`config.mk`:
```
export PLATFORM = sky130hd
export DESIGN_NAME = ahb_apb_bridge_flat
export DESIGN_NICKNAME = d
export VERILOG_FILES = /design/src/rtl/ahb_apb_bridge_if.sv /design/src/rtl/ahb_apb_bridge.sv /design/src/flat_wrapper.sv
export SDC_FILE = /design/constraint.sdc
export NUM_CORES = 1
export LEC_CHECK = 0
export BUFFER_PORTS_ARGS = -buffer_cell sky130_fd_sc_hd__buf_2
export CORE_ASPECT_RATIO = 1.75
export CORE_MARGIN = 1.5
export CORE_UTILIZATION = 43
export DETAILED_ROUTE_END_ITERATION = 10
export GPL_TIMING_DRIVEN = 0
export PLACE_DENSITY = 0.91
export SYNTH_ARGS = -nofsm -noshare
export SYNTH_HDL_FRONTEND = slang
export SYNTH_SLANG_ARGS = --single-unit
export TNS_END_PERCENT = 1
```
`constraint.sdc`:
```
create_clock -name HCLK -period 2 [get_ports HCLK]
set_clock_uncertainty 0.1 [all_clocks]
set_input_delay 0.4 -clock HCLK [delete_from_list [all_inputs] [get_ports HCLK]]
set_output_delay 0.4 -clock HCLK [all_outputs]
set_load 0.01 [all_outputs]
```
`src/rtl/ahb_apb_bridge_if.sv`:
```
// ---------------------------------------------------------------------------
// ahb_apb_bridge_if
// Purpose : groups the AHB-Lite slave-side and APB master-side signals of
//           the AHB-to-APB bridge into one bundle.
// Signals : AHB  - HSEL, HREADY, HTRANS, HSIZE, HWRITE, HADDR, HWDATA (to bridge)
//                  HREADYOUT, HRESP, HRDATA (from bridge)
//           APB  - PSEL, PENABLE, PWRITE, PADDR, PWDATA (from bridge)
//                  PRDATA, PREADY, PSLVERR (to bridge)
// Modports: slave  - the bridge's view
//           master - the view of whatever drives the bridge (system/bench)
// ---------------------------------------------------------------------------
interface ahb_apb_bridge_if #(
    parameter int ADDR_WIDTH = 12,
    parameter int DATA_WIDTH = 32
);
    logic                  HSEL;
    logic                  HREADY;
    logic [1:0]            HTRANS;
    logic [2:0]            HSIZE;
    logic                  HWRITE;
    logic [31:0]           HADDR;
    logic [DATA_WIDTH-1:0] HWDATA;
    logic                  HREADYOUT;
    logic                  HRESP;
    logic [DATA_WIDTH-1:0] HRDATA;

    logic                  PSEL;
    logic                  PENABLE;
    logic                  PWRITE;
    logic [ADDR_WIDTH-1:0] PADDR;
    logic [DATA_WIDTH-1:0] PWDATA;
    logic [DATA_WIDTH-1:0] PRDATA;
    logic                  PREADY;
    logic                  PSLVERR;

    modport slave (
        input  HSEL, HREADY, HTRANS, HSIZE, HWRITE, HADDR, HWDATA,
        output HREADYOUT, HRESP, HRDATA,
        output PSEL, PENABLE, PWRITE, PADDR, PWDATA,
        input  PRDATA, PREADY, PSLVERR
    );

    modport master (
        output HSEL, HREADY, HTRANS, HSIZE, HWRITE, HADDR, HWDATA,
        input  HREADYOUT, HRESP, HRDATA,
        input  PSEL, PENABLE, PWRITE, PADDR, PWDATA,
        output PRDATA, PREADY, PSLVERR
    );
endinterface

```
`src/rtl/ahb_apb_bridge.sv`:
```
// ---------------------------------------------------------------------------
// ahb_apb_bridge
// Purpose : AHB-Lite slave to APB master bridge. Each selected NONSEQ/SEQ
//           transfer becomes one APB SETUP/ACCESS sequence; AHB wait states
//           are inserted until PREADY, and PSLVERR becomes a two-cycle AHB
//           ERROR response. All outputs are registered.
// Ports   : HCLK   - clock, rising edge
//           HRESET - synchronous active-high reset
//           bus    - ahb_apb_bridge_if.slave (AHB slave + APB master signals)
// Options : AHB_APB_TIMEOUT_EN - when defined, an ACCESS phase that sees
//           PREADY low for TIMEOUT_CYCLES counted cycles is terminated with
//           the ERROR response. When undefined, ACCESS waits indefinitely.
// ---------------------------------------------------------------------------
module ahb_apb_bridge #(
    parameter int ADDR_WIDTH     = 12,
    parameter int DATA_WIDTH     = 32,
    parameter int TIMEOUT_CYCLES = 255
) (
    input  logic               HCLK,
    input  logic               HRESET,
    ahb_apb_bridge_if.slave    bus
);

    typedef enum logic [2:0] {
        IDLE,
        WDATA,
        SETUP,
        ACCESS,
        ERR1,
        ERR2
    } state_t;

    state_t                state;
    logic                  hreadyout;
    logic                  hresp;
    logic [DATA_WIDTH-1:0] hrdata;
    logic                  psel;
    logic                  penable;
    logic                  pwrite;
    logic [ADDR_WIDTH-1:0] paddr;
    logic [DATA_WIDTH-1:0] pwdata;

    logic accept;
    logic timeout;

    // HSIZE is ignored (APB is always word wide); upper/lower address bits
    // and HTRANS[0] carry no information for this bridge.
    logic unused_bits;
    assign unused_bits = ^{bus.HSIZE, bus.HADDR[31:ADDR_WIDTH], bus.HADDR[1:0], bus.HTRANS[0]};

    // IDLE/BUSY (HTRANS[1]=0) never start an APB access.
    assign accept = bus.HSEL & bus.HREADY & bus.HTRANS[1];

`ifdef AHB_APB_TIMEOUT_EN
    logic [15:0] wait_cnt;

    assign timeout = (wait_cnt == 16'(TIMEOUT_CYCLES));

    // Cleared while in SETUP so it starts at zero on the first ACCESS cycle.
    always_ff @(posedge HCLK) begin
        if (HRESET) begin
            wait_cnt <= '0;
        end else if (state == SETUP) begin
            wait_cnt <= '0;
        end else if (state == ACCESS && !bus.PREADY) begin
            wait_cnt <= wait_cnt + 16'd1;
        end
    end
`else
    assign timeout = 1'b0;
`endif

    always_ff @(posedge HCLK) begin
        if (HRESET) begin
            state     <= IDLE;
            hreadyout <= 1'b1;
            hresp     <= 1'b0;
            hrdata    <= '0;
            psel      <= 1'b0;
            penable   <= 1'b0;
            pwrite    <= 1'b0;
            paddr     <= '0;
            pwdata    <= '0;
        end else begin
            case (state)
                IDLE: begin
                    if (accept) begin
                        paddr     <= {bus.HADDR[ADDR_WIDTH-1:2], 2'b00};
                        pwrite    <= bus.HWRITE;
                        hreadyout <= 1'b0;
                        if (bus.HWRITE) begin
                            state <= WDATA;
                        end else begin
                            // Reads go straight to SETUP, so PSEL rises now.
                            psel  <= 1'b1;
                            state <= SETUP;
                        end
                    end
                end
                WDATA: begin
                    // HWDATA is valid in the data phase, one cycle after accept.
                    pwdata <= bus.HWDATA;
                    psel   <= 1'b1;
                    state  <= SETUP;
                end
                SETUP: begin
                    penable <= 1'b1;
                    state   <= ACCESS;
                end
                ACCESS: begin
                    if (bus.PREADY) begin
                        psel    <= 1'b0;
                        penable <= 1'b0;
                        if (bus.PSLVERR) begin
                            hresp <= 1'b1;
                            state <= ERR1;
                        end else begin
                            hreadyout <= 1'b1;
                            if (!pwrite) begin
                                hrdata <= bus.PRDATA;
                            end
                            state <= IDLE;
                        end
                    end else if (timeout) begin
                        psel    <= 1'b0;
                        penable <= 1'b0;
                        hresp   <= 1'b1;
                        state   <= ERR1;
                    end
                end
                ERR1: begin
                    hreadyout <= 1'b1;
                    state     <= ERR2;
                end
                ERR2: begin
                    hresp <= 1'b0;
                    state <= IDLE;
                end
                default: begin
                    state <= IDLE;
                end
            endcase
        end
    end

    assign bus.HREADYOUT = hreadyout;
    assign bus.HRESP     = hresp;
    assign bus.HRDATA    = hrdata;
    assign bus.PSEL      = psel;
    assign bus.PENABLE   = penable;
    assign bus.PWRITE    = pwrite;
    assign bus.PADDR     = paddr;
    assign bus.PWDATA    = pwdata;

endmodule
```
`src/flat_wrapper.sv`:
```
// flat-port wrapper written by rule: the top's interface ports become plain ports
module ahb_apb_bridge_flat 
#(
    parameter int ADDR_WIDTH     = 12,
    parameter int DATA_WIDTH     = 32,
    parameter int TIMEOUT_CYCLES = 255
)
  (HCLK, HRESET, bus_HSEL, bus_HREADY, bus_HTRANS, bus_HSIZE, bus_HWRITE, bus_HADDR, bus_HWDATA, bus_HREADYOUT, bus_HRESP, bus_HRDATA, bus_PSEL, bus_PENABLE, bus_PWRITE, bus_PADDR, bus_PWDATA, bus_PRDATA, bus_PREADY, bus_PSLVERR);
  ahb_apb_bridge_if #(.ADDR_WIDTH(ADDR_WIDTH), .DATA_WIDTH(DATA_WIDTH)) bus_i ();
  input  logic HCLK;
  input  logic HRESET;
  input wire logic [$bits(bus_i.HSEL)-1:0] bus_HSEL;
  input wire logic [$bits(bus_i.HREADY)-1:0] bus_HREADY;
  input wire logic [$bits(bus_i.HTRANS)-1:0] bus_HTRANS;
  input wire logic [$bits(bus_i.HSIZE)-1:0] bus_HSIZE;
  input wire logic [$bits(bus_i.HWRITE)-1:0] bus_HWRITE;
  input wire logic [$bits(bus_i.HADDR)-1:0] bus_HADDR;
  input wire logic [$bits(bus_i.HWDATA)-1:0] bus_HWDATA;
  output wire logic [$bits(bus_i.HREADYOUT)-1:0] bus_HREADYOUT;
  output wire logic [$bits(bus_i.HRESP)-1:0] bus_HRESP;
  output wire logic [$bits(bus_i.HRDATA)-1:0] bus_HRDATA;
  output wire logic [$bits(bus_i.PSEL)-1:0] bus_PSEL;
  output wire logic [$bits(bus_i.PENABLE)-1:0] bus_PENABLE;
  output wire logic [$bits(bus_i.PWRITE)-1:0] bus_PWRITE;
  output wire logic [$bits(bus_i.PADDR)-1:0] bus_PADDR;
  output wire logic [$bits(bus_i.PWDATA)-1:0] bus_PWDATA;
  input wire logic [$bits(bus_i.PRDATA)-1:0] bus_PRDATA;
  input wire logic [$bits(bus_i.PREADY)-1:0] bus_PREADY;
  input wire logic [$bits(bus_i.PSLVERR)-1:0] bus_PSLVERR;
  assign bus_i.HSEL = bus_HSEL;
  assign bus_i.HREADY = bus_HREADY;
  assign bus_i.HTRANS = bus_HTRANS;
  assign bus_i.HSIZE = bus_HSIZE;
  assign bus_i.HWRITE = bus_HWRITE;
  assign bus_i.HADDR = bus_HADDR;
  assign bus_i.HWDATA = bus_HWDATA;
  assign bus_HREADYOUT = bus_i.HREADYOUT;
  assign bus_HRESP = bus_i.HRESP;
  assign bus_HRDATA = bus_i.HRDATA;
  assign bus_PSEL = bus_i.PSEL;
  assign bus_PENABLE = bus_i.PENABLE;
  assign bus_PWRITE = bus_i.PWRITE;
  assign bus_PADDR = bus_i.PADDR;
  assign bus_PWDATA = bus_i.PWDATA;
  assign bus_i.PRDATA = bus_PRDATA;
  assign bus_i.PREADY = bus_PREADY;
  assign bus_i.PSLVERR = bus_PSLVERR;
  ahb_apb_bridge #(.ADDR_WIDTH(ADDR_WIDTH), .DATA_WIDTH(DATA_WIDTH), .TIMEOUT_CYCLES(TIMEOUT_CYCLES)) u_core (.HCLK(HCLK), .HRESET(HRESET), .bus(bus_i));
endmodule
```
==> flow_summary.html <==
<table>
<tr><th>Metric</th><th>Value</th></tr>
<tr><th colspan="2">Clocking</th></tr>
<tr><td>Clock sinks</td><td>between 80 and 90</td></tr>
<tr><td>Hold-fix buffer count after cts</td><td>0</td></tr>
<tr><td>Clock transition at the register clock pins on the worst setup and hold paths after CTS</td><td>approximately 0.060 ns</td></tr>
<tr><td>Root Driver</td><td>sky130_fd_sc_hd__clkbuf_16</td></tr>
<tr><td>Worst skew pair latency</td><td>about 0.33 ns</td></tr>
<tr><td>Number of setup buffers added after CTS</td><td>0</td></tr>
<tr><td>Number of buffers on the longest clock path</td><td>2</td></tr>
<tr><td>Clock tree from TritonCTS</td><td>yes</td></tr>
<tr><td>CTS Buf Count</td><td>9</td></tr>
<tr><td>Count of instances resized after the clock tree is built</td><td>0</td></tr>
<tr><td>H-tree level count</td><td>3</td></tr>
<tr><th colspan="2">Global route</th></tr>
<tr><td>Via count of the first global-routing pass</td><td>about 3.0k</td></tr>
<tr><td>Overflow left after global routing</td><td>0</td></tr>
<tr><td>Pin count of the biggest net entering global routing</td><td>14</td></tr>
<tr><td>Initial antenna violation count</td><td>0</td></tr>
<tr><td>Wire length of the first global-routing pass</td><td>around 13,000 um</td></tr>
<tr><td>Total global-route track usage</td><td>0.214</td></tr>
<tr><th colspan="2">Power</th></tr>
<tr><td>P_int</td><td>~2.8 mW</td></tr>
<tr><td>Clock network fraction of design power</td><td>0.444</td></tr>
<tr><td>Comb pwr share</td><td>0.086</td></tr>
<tr><td>Switching power of the nets</td><td>0.826 mW</td></tr>
<tr><td>Static leakage</td><td>just under 2 nW</td></tr>
<tr><td>Maximum resistive drop on vdd</td><td>~560 uV</td></tr>
<tr><td>Net Sw Frac</td><td>0.230</td></tr>
<tr><td>PwrDens</td><td>between 800 and 900 nW/um^2</td></tr>
<tr><td>Share of total power in sequential cells</td><td>0.470</td></tr>
<tr><th colspan="2">Die</th></tr>
<tr><td>Number of ports placed on the die boundary</td><td>roughly 190</td></tr>
<tr><td>Core area</td><td>just over 7000 sq um</td></tr>
<tr><td>Die span in x</td><td>67.8 um</td></tr>
<tr><td>Starting density of the core</td><td>0.440</td></tr>
<tr><td>Die area</td><td>between 7000 and 8000 sq um</td></tr>
<tr><td>Std-Cell Rows</td><td>41</td></tr>
<tr><td>Die height</td><td>116 um</td></tr>
<tr><th colspan="2">Yosys</th></tr>
<tr><td>Post-Synth Simple-Gate Area</td><td>0.206</td></tr>
<tr><td>Post-synthesis cell area</td><td>between 3000 and 4000 sq um</td></tr>
<tr><td>Average size of a mapped cell</td><td>a little over 8 sq um</td></tr>
<tr><td>Syn. warnings</td><td>0</td></tr>
<tr><td>Post-Syn Instances</td><td>about 390</td></tr>
<tr><td>Asr flop ratio synth</td><td>0</td></tr>
<tr><td>Share of synthesized area occupied by flip-flops and latches</td><td>0.520</td></tr>
<tr><td>Post-synthesis adder-cell area fraction</td><td>0</td></tr>
<tr><td>Share of the synthesized area in compound gates (AO/OA/AOI/OAI)</td><td>0.212</td></tr>
<tr><td>Main combinational cell family by area after synthesis</td><td>compound AO/OA/AOI/OAI gates</td></tr>
<tr><td>Fraction of synthesized cell area in xor and xnor cells</td><td>0</td></tr>
<tr><td>Most used flip-flop cell after synthesis</td><td>sky130_fd_sc_hd__dfxtp_1</td></tr>
<tr><td>Register bit count reported by yosys</td><td>just over 80</td></tr>
<tr><td>Yosys cell types</td><td>32</td></tr>
<tr><td>Number of synthesized flops with an enable pin</td><td>0</td></tr>
<tr><td>Share of cell area taken by muxes after synthesis</td><td>0</td></tr>
<tr><th colspan="2">Timing</th></tr>
<tr><td>Worst relative slew slack</td><td>0.641</td></tr>
<tr><td>Final setup slack of the worst path</td><td>between 0.3 and 0.4 ns</td></tr>
<tr><td>Final cycle utilization of the critical path</td><td>0.809</td></tr>
<tr><td>Number of max-slew violations in the final report</td><td>0</td></tr>
<tr><td>Final hold violation count</td><td>0</td></tr>
<tr><td>Final setup fails</td><td>0</td></tr>
<tr><td>Clock period minus final worst setup slack</td><td>~1.6 ns</td></tr>
<tr><td>Fmax achieved</td><td>between 600 and 700 MHz</td></tr>
<tr><td>Unrepaired setup endpoints after global routing</td><td>no</td></tr>
<tr><td>Total Negative Setup Slacks</td><td>0 ns</td></tr>
<tr><td>Slew @ Worst Pin</td><td>between 0.5 and 0.6 ns</td></tr>
<tr><th colspan="2">Worst setup path</th></tr>
<tr><td>Startpoint type of the worst setup path</td><td>flip-flop</td></tr>
<tr><td>Slowest CP cell</td><td>sky130_fd_sc_hd__clkbuf_1</td></tr>
<tr><td>Register-to-register setup slack</td><td>roughly 0.38 ns</td></tr>
<tr><td>Crit Path Class</td><td>reg -&gt; reg</td></tr>
<tr><td>Number of buffers and inverters on the critical path</td><td>2</td></tr>
<tr><td>Levels on crit path</td><td>5</td></tr>
<tr><td>Depth of the worst register-to-register path</td><td>5</td></tr>
<tr><td>Chain of cells forming the critical path</td><td>buf_4 -&gt; nand3b_1 -&gt; clkbuf_1 -&gt; o21ai_1 -&gt; a21oi_1</td></tr>
<tr><td>Data required time at the worst endpoint</td><td>2.15 ns</td></tr>
<tr><td>CP Capture Type</td><td>flip-flop</td></tr>
<tr><td>Crit path from</td><td>u_core.state[1]$_SDFFE_PP0P_</td></tr>
<tr><td>Worst setup path end</td><td>u_core.bus.HRDATA[21]$_SDFFE_PP0P_</td></tr>
<tr><td>Cell family contributing the most delay on the critical path</td><td>buffers and inverters</td></tr>
<tr><td>Data arrival time of the worst path</td><td>between 1.5 and 2 ns</td></tr>
<tr><td>Peak fanout along the critical path</td><td>10</td></tr>
<tr><td>Reg-to-Reg End</td><td>u_core.bus.HRDATA[21]$_SDFFE_PP0P_</td></tr>
<tr><td>Reg2Reg Launch Point</td><td>u_core.state[1]$_SDFFE_PP0P_</td></tr>
<tr><td>Critical Path Max Stage Delay</td><td>0.44 ns</td></tr>
<tr><th colspan="2">Routing</th></tr>
<tr><td>Wire length reported by the detailed router</td><td>slightly below 9000 um</td></tr>
<tr><td>Routed len/inst</td><td>13.4 um</td></tr>
<tr><td>Via density per instance</td><td>~5.2</td></tr>
<tr><td>Detailed-route via count</td><td>3,390</td></tr>
<tr><td>First-pass detailed-route iteration total</td><td>4</td></tr>
<tr><td>Remaining antenna violation count after routing</td><td>0</td></tr>
<tr><td>First DRT Iteration DRCs</td><td>225</td></tr>
<tr><td>Drt drc</td><td>0</td></tr>
<tr><th colspan="2">Place</th></tr>
<tr><td>HPWL Detailed</td><td>6650 um</td></tr>
<tr><td>Number of input and output port buffers inserted</td><td>between 150 and 200</td></tr>
<tr><td>GP Congestion</td><td>roughly 0.78</td></tr>
<tr><td>DP Worst Slack</td><td>approximately 0.22 ns</td></tr>
<tr><th colspan="2">Cells and area</th></tr>
<tr><td>ANT cells</td><td>0</td></tr>
<tr><td>Final net count</td><td>667</td></tr>
<tr><td>Layout area overhead</td><td>37.8%</td></tr>
<tr><td>Fillers</td><td>638</td></tr>
<tr><td>Share of cells above drive strength 1</td><td>0.355</td></tr>
<tr><th colspan="2">Min path</th></tr>
<tr><td>Tightest Hold Check Type</td><td>in -&gt; reg</td></tr>
<tr><th colspan="2">Run status</th></tr>
<tr><td>Outcome</td><td>finished, final reports clean</td></tr>
<tr><th colspan="2">Flow run</th></tr>
<tr><td>Number of maximum-capacitance constraint violations</td><td>0</td></tr>
</table>
-- sequential cells by signal, summed over array words and instances (netlist names) --
name / cells
u_core.state: 3
u_core.bus.HREADYOUT: 1
u_core.bus.PWRITE: 1
u_core.bus.HRDATA: 32
u_core.bus.PWDATA: 32
u_core.bus.HRESP: 1
u_core.bus.PADDR: 10
u_core.bus.PSEL: 1
u_core.bus.PENABLE: 1
-- metal layers --
layer	wire length (um)	share of wire	GRT usage
met5	0	0	0
met4	159	0.018	0.0827
met3	616	0.071	0.0674
met2	4710	0.54	0.397
met1	3250	0.37	0.214
-- metrics by stage --
stage                     total power, mW  area [sq um]  hold slack (ns)  cells  utilization
after floorplan                      1.87          3160            0.376    389            -
after global placement               2.02          4070            0.340    634        0.566
after detailed placement             2.03          4070            0.344    634        0.566
after CTS                            3.62          4350            0.193    650        0.606
after global routing                 3.71          4350            0.199    650        0.606
final                                3.59          4350            0.202    650        0.606
-- layout make-up --
| type | count | area [sq um] | share of cell area |
|---|---|---|---|
| sequential | 82 | 1640 | 0.377 |
| multi-input combinational | 266 | 1330 | 0.305 |
| timing repair buffer | 159 | 796 | 0.183 |
| clock buffer | 11 | 233 | 0.0535 |
| buffer | 39 | 185 | 0.0425 |
| tap | 86 | 108 | 0.0247 |
| clock inverter | 5 | 55.1 | 0.0126 |
| inverter | 2 | 7.51 | 0.00172 |
-- worst min-delay path by stage --
stage	from	end	slack, ns	depth (start not counted)
finish	bus_HWDATA[7]	u_core.bus.PWDATA[7]$_SDFFE_PP0P_	0.20	3
global route	bus_HWDATA[9]	u_core.bus.PWDATA[9]$_SDFFE_PP0P_	0.20	3
CTS	bus_HWDATA[9]	u_core.bus.PWDATA[9]$_SDFFE_PP0P_	0.19	3
detailed placement	u_core.bus.PWDATA[8]$_SDFFE_PP0P_	u_core.bus.PWDATA[8]$_SDFFE_PP0P_	0.34	2
global placement	u_core.bus.PWDATA[26]$_SDFFE_PP0P_	u_core.bus.PWDATA[26]$_SDFFE_PP0P_	0.34	2
floorplan	u_core.bus.PSEL$_SDFFE_PP0P_	u_core.bus.PSEL$_SDFFE_PP0P_	0.38	2
-- cells in the mapped netlist, types with 2 or more instances --
master,n,area [sq um]
sky130_fd_sc_hd__and3_1,2,12.5
sky130_fd_sc_hd__a21oi_1,78,390
sky130_fd_sc_hd__o21ai_1,30,150
sky130_fd_sc_hd__nor2_1,6,22.5
sky130_fd_sc_hd__nand2_1,65,244
sky130_fd_sc_hd__nor3b_2,2,25.0
sky130_fd_sc_hd__or3b_1,2,17.5
sky130_fd_sc_hd__dfxtp_1,82,1640
sky130_fd_sc_hd__a21o_1,2,15.0
sky130_fd_sc_hd__nand2b_1,3,18.8
sky130_fd_sc_hd__buf_4,4,30.0
sky130_fd_sc_hd__clkbuf_1,16,60.1
sky130_fd_sc_hd__nand3_1,44,220
sky130_fd_sc_hd__o21ai_0,14,70.1
sky130_fd_sc_hd__inv_1,2,7.51
sky130_fd_sc_hd__buf_2,19,95.1
sky130_fd_sc_hd__and3b_1,2,17.5
-- cell families (layout without fill, tap and decap cells) --
| kind of cell | count (synthesis) | count (layout) |
|---|---|---|
| other | 1 | 2 |
| buffers and inverters | 41 | 216 |
| and+or+nand+nor | 136 | 136 |
| DFF | 82 | 82 |
| AOI/OAI and AO/OA | 128 | 128 |
-- worst register-to-register path, cell delays in order, from the launching register on --
cell	delay, ns
sky130_fd_sc_hd__dfxtp_1	0.30
sky130_fd_sc_hd__buf_4	0.15
sky130_fd_sc_hd__nand3b_1	0.21
sky130_fd_sc_hd__clkbuf_1	0.44
sky130_fd_sc_hd__o21ai_1	0.14
sky130_fd_sc_hd__a21oi_1	0.21
-- power by group through the flow --
stage | registers [mW] | clock network, mW | logic, mW
4_1_cts | 1.69 | 1.62 | 0.308
6_report | 1.69 | 1.59 | 0.308
2_1_floorplan | 1.73 | 0 | 0.138
3_5_place_dp | 1.72 | 0 | 0.306
5_1_grt | 1.69 | 1.69 | 0.337
3_3_place_gp | 1.72 | 0 | 0.298
-- cell usage in the layout, fill, tap and decap left out, types with 2 or more instances in the layout --
cell type	n
sky130_fd_sc_hd__a21o_1	2
sky130_fd_sc_hd__dfxtp_1	82
sky130_fd_sc_hd__or3b_1	2
sky130_fd_sc_hd__clkinv_2	2
sky130_fd_sc_hd__o21ai_0	14
sky130_fd_sc_hd__buf_4	4
sky130_fd_sc_hd__and3_1	2
sky130_fd_sc_hd__nor2_1	6
sky130_fd_sc_hd__a21oi_1	78
sky130_fd_sc_hd__buf_2	178
sky130_fd_sc_hd__nand2b_1	3
sky130_fd_sc_hd__clkbuf_16	9
sky130_fd_sc_hd__clkbuf_1	18
sky130_fd_sc_hd__nand2_1	65
sky130_fd_sc_hd__o21ai_1	30
sky130_fd_sc_hd__inv_1	2
sky130_fd_sc_hd__nand3_1	44
sky130_fd_sc_hd__conb_1	2
sky130_fd_sc_hd__and3b_1	2
sky130_fd_sc_hd__clkinvlp_4	2
sky130_fd_sc_hd__nor3b_2	2
No activity file was read; power rests on OpenSTA's default activity.
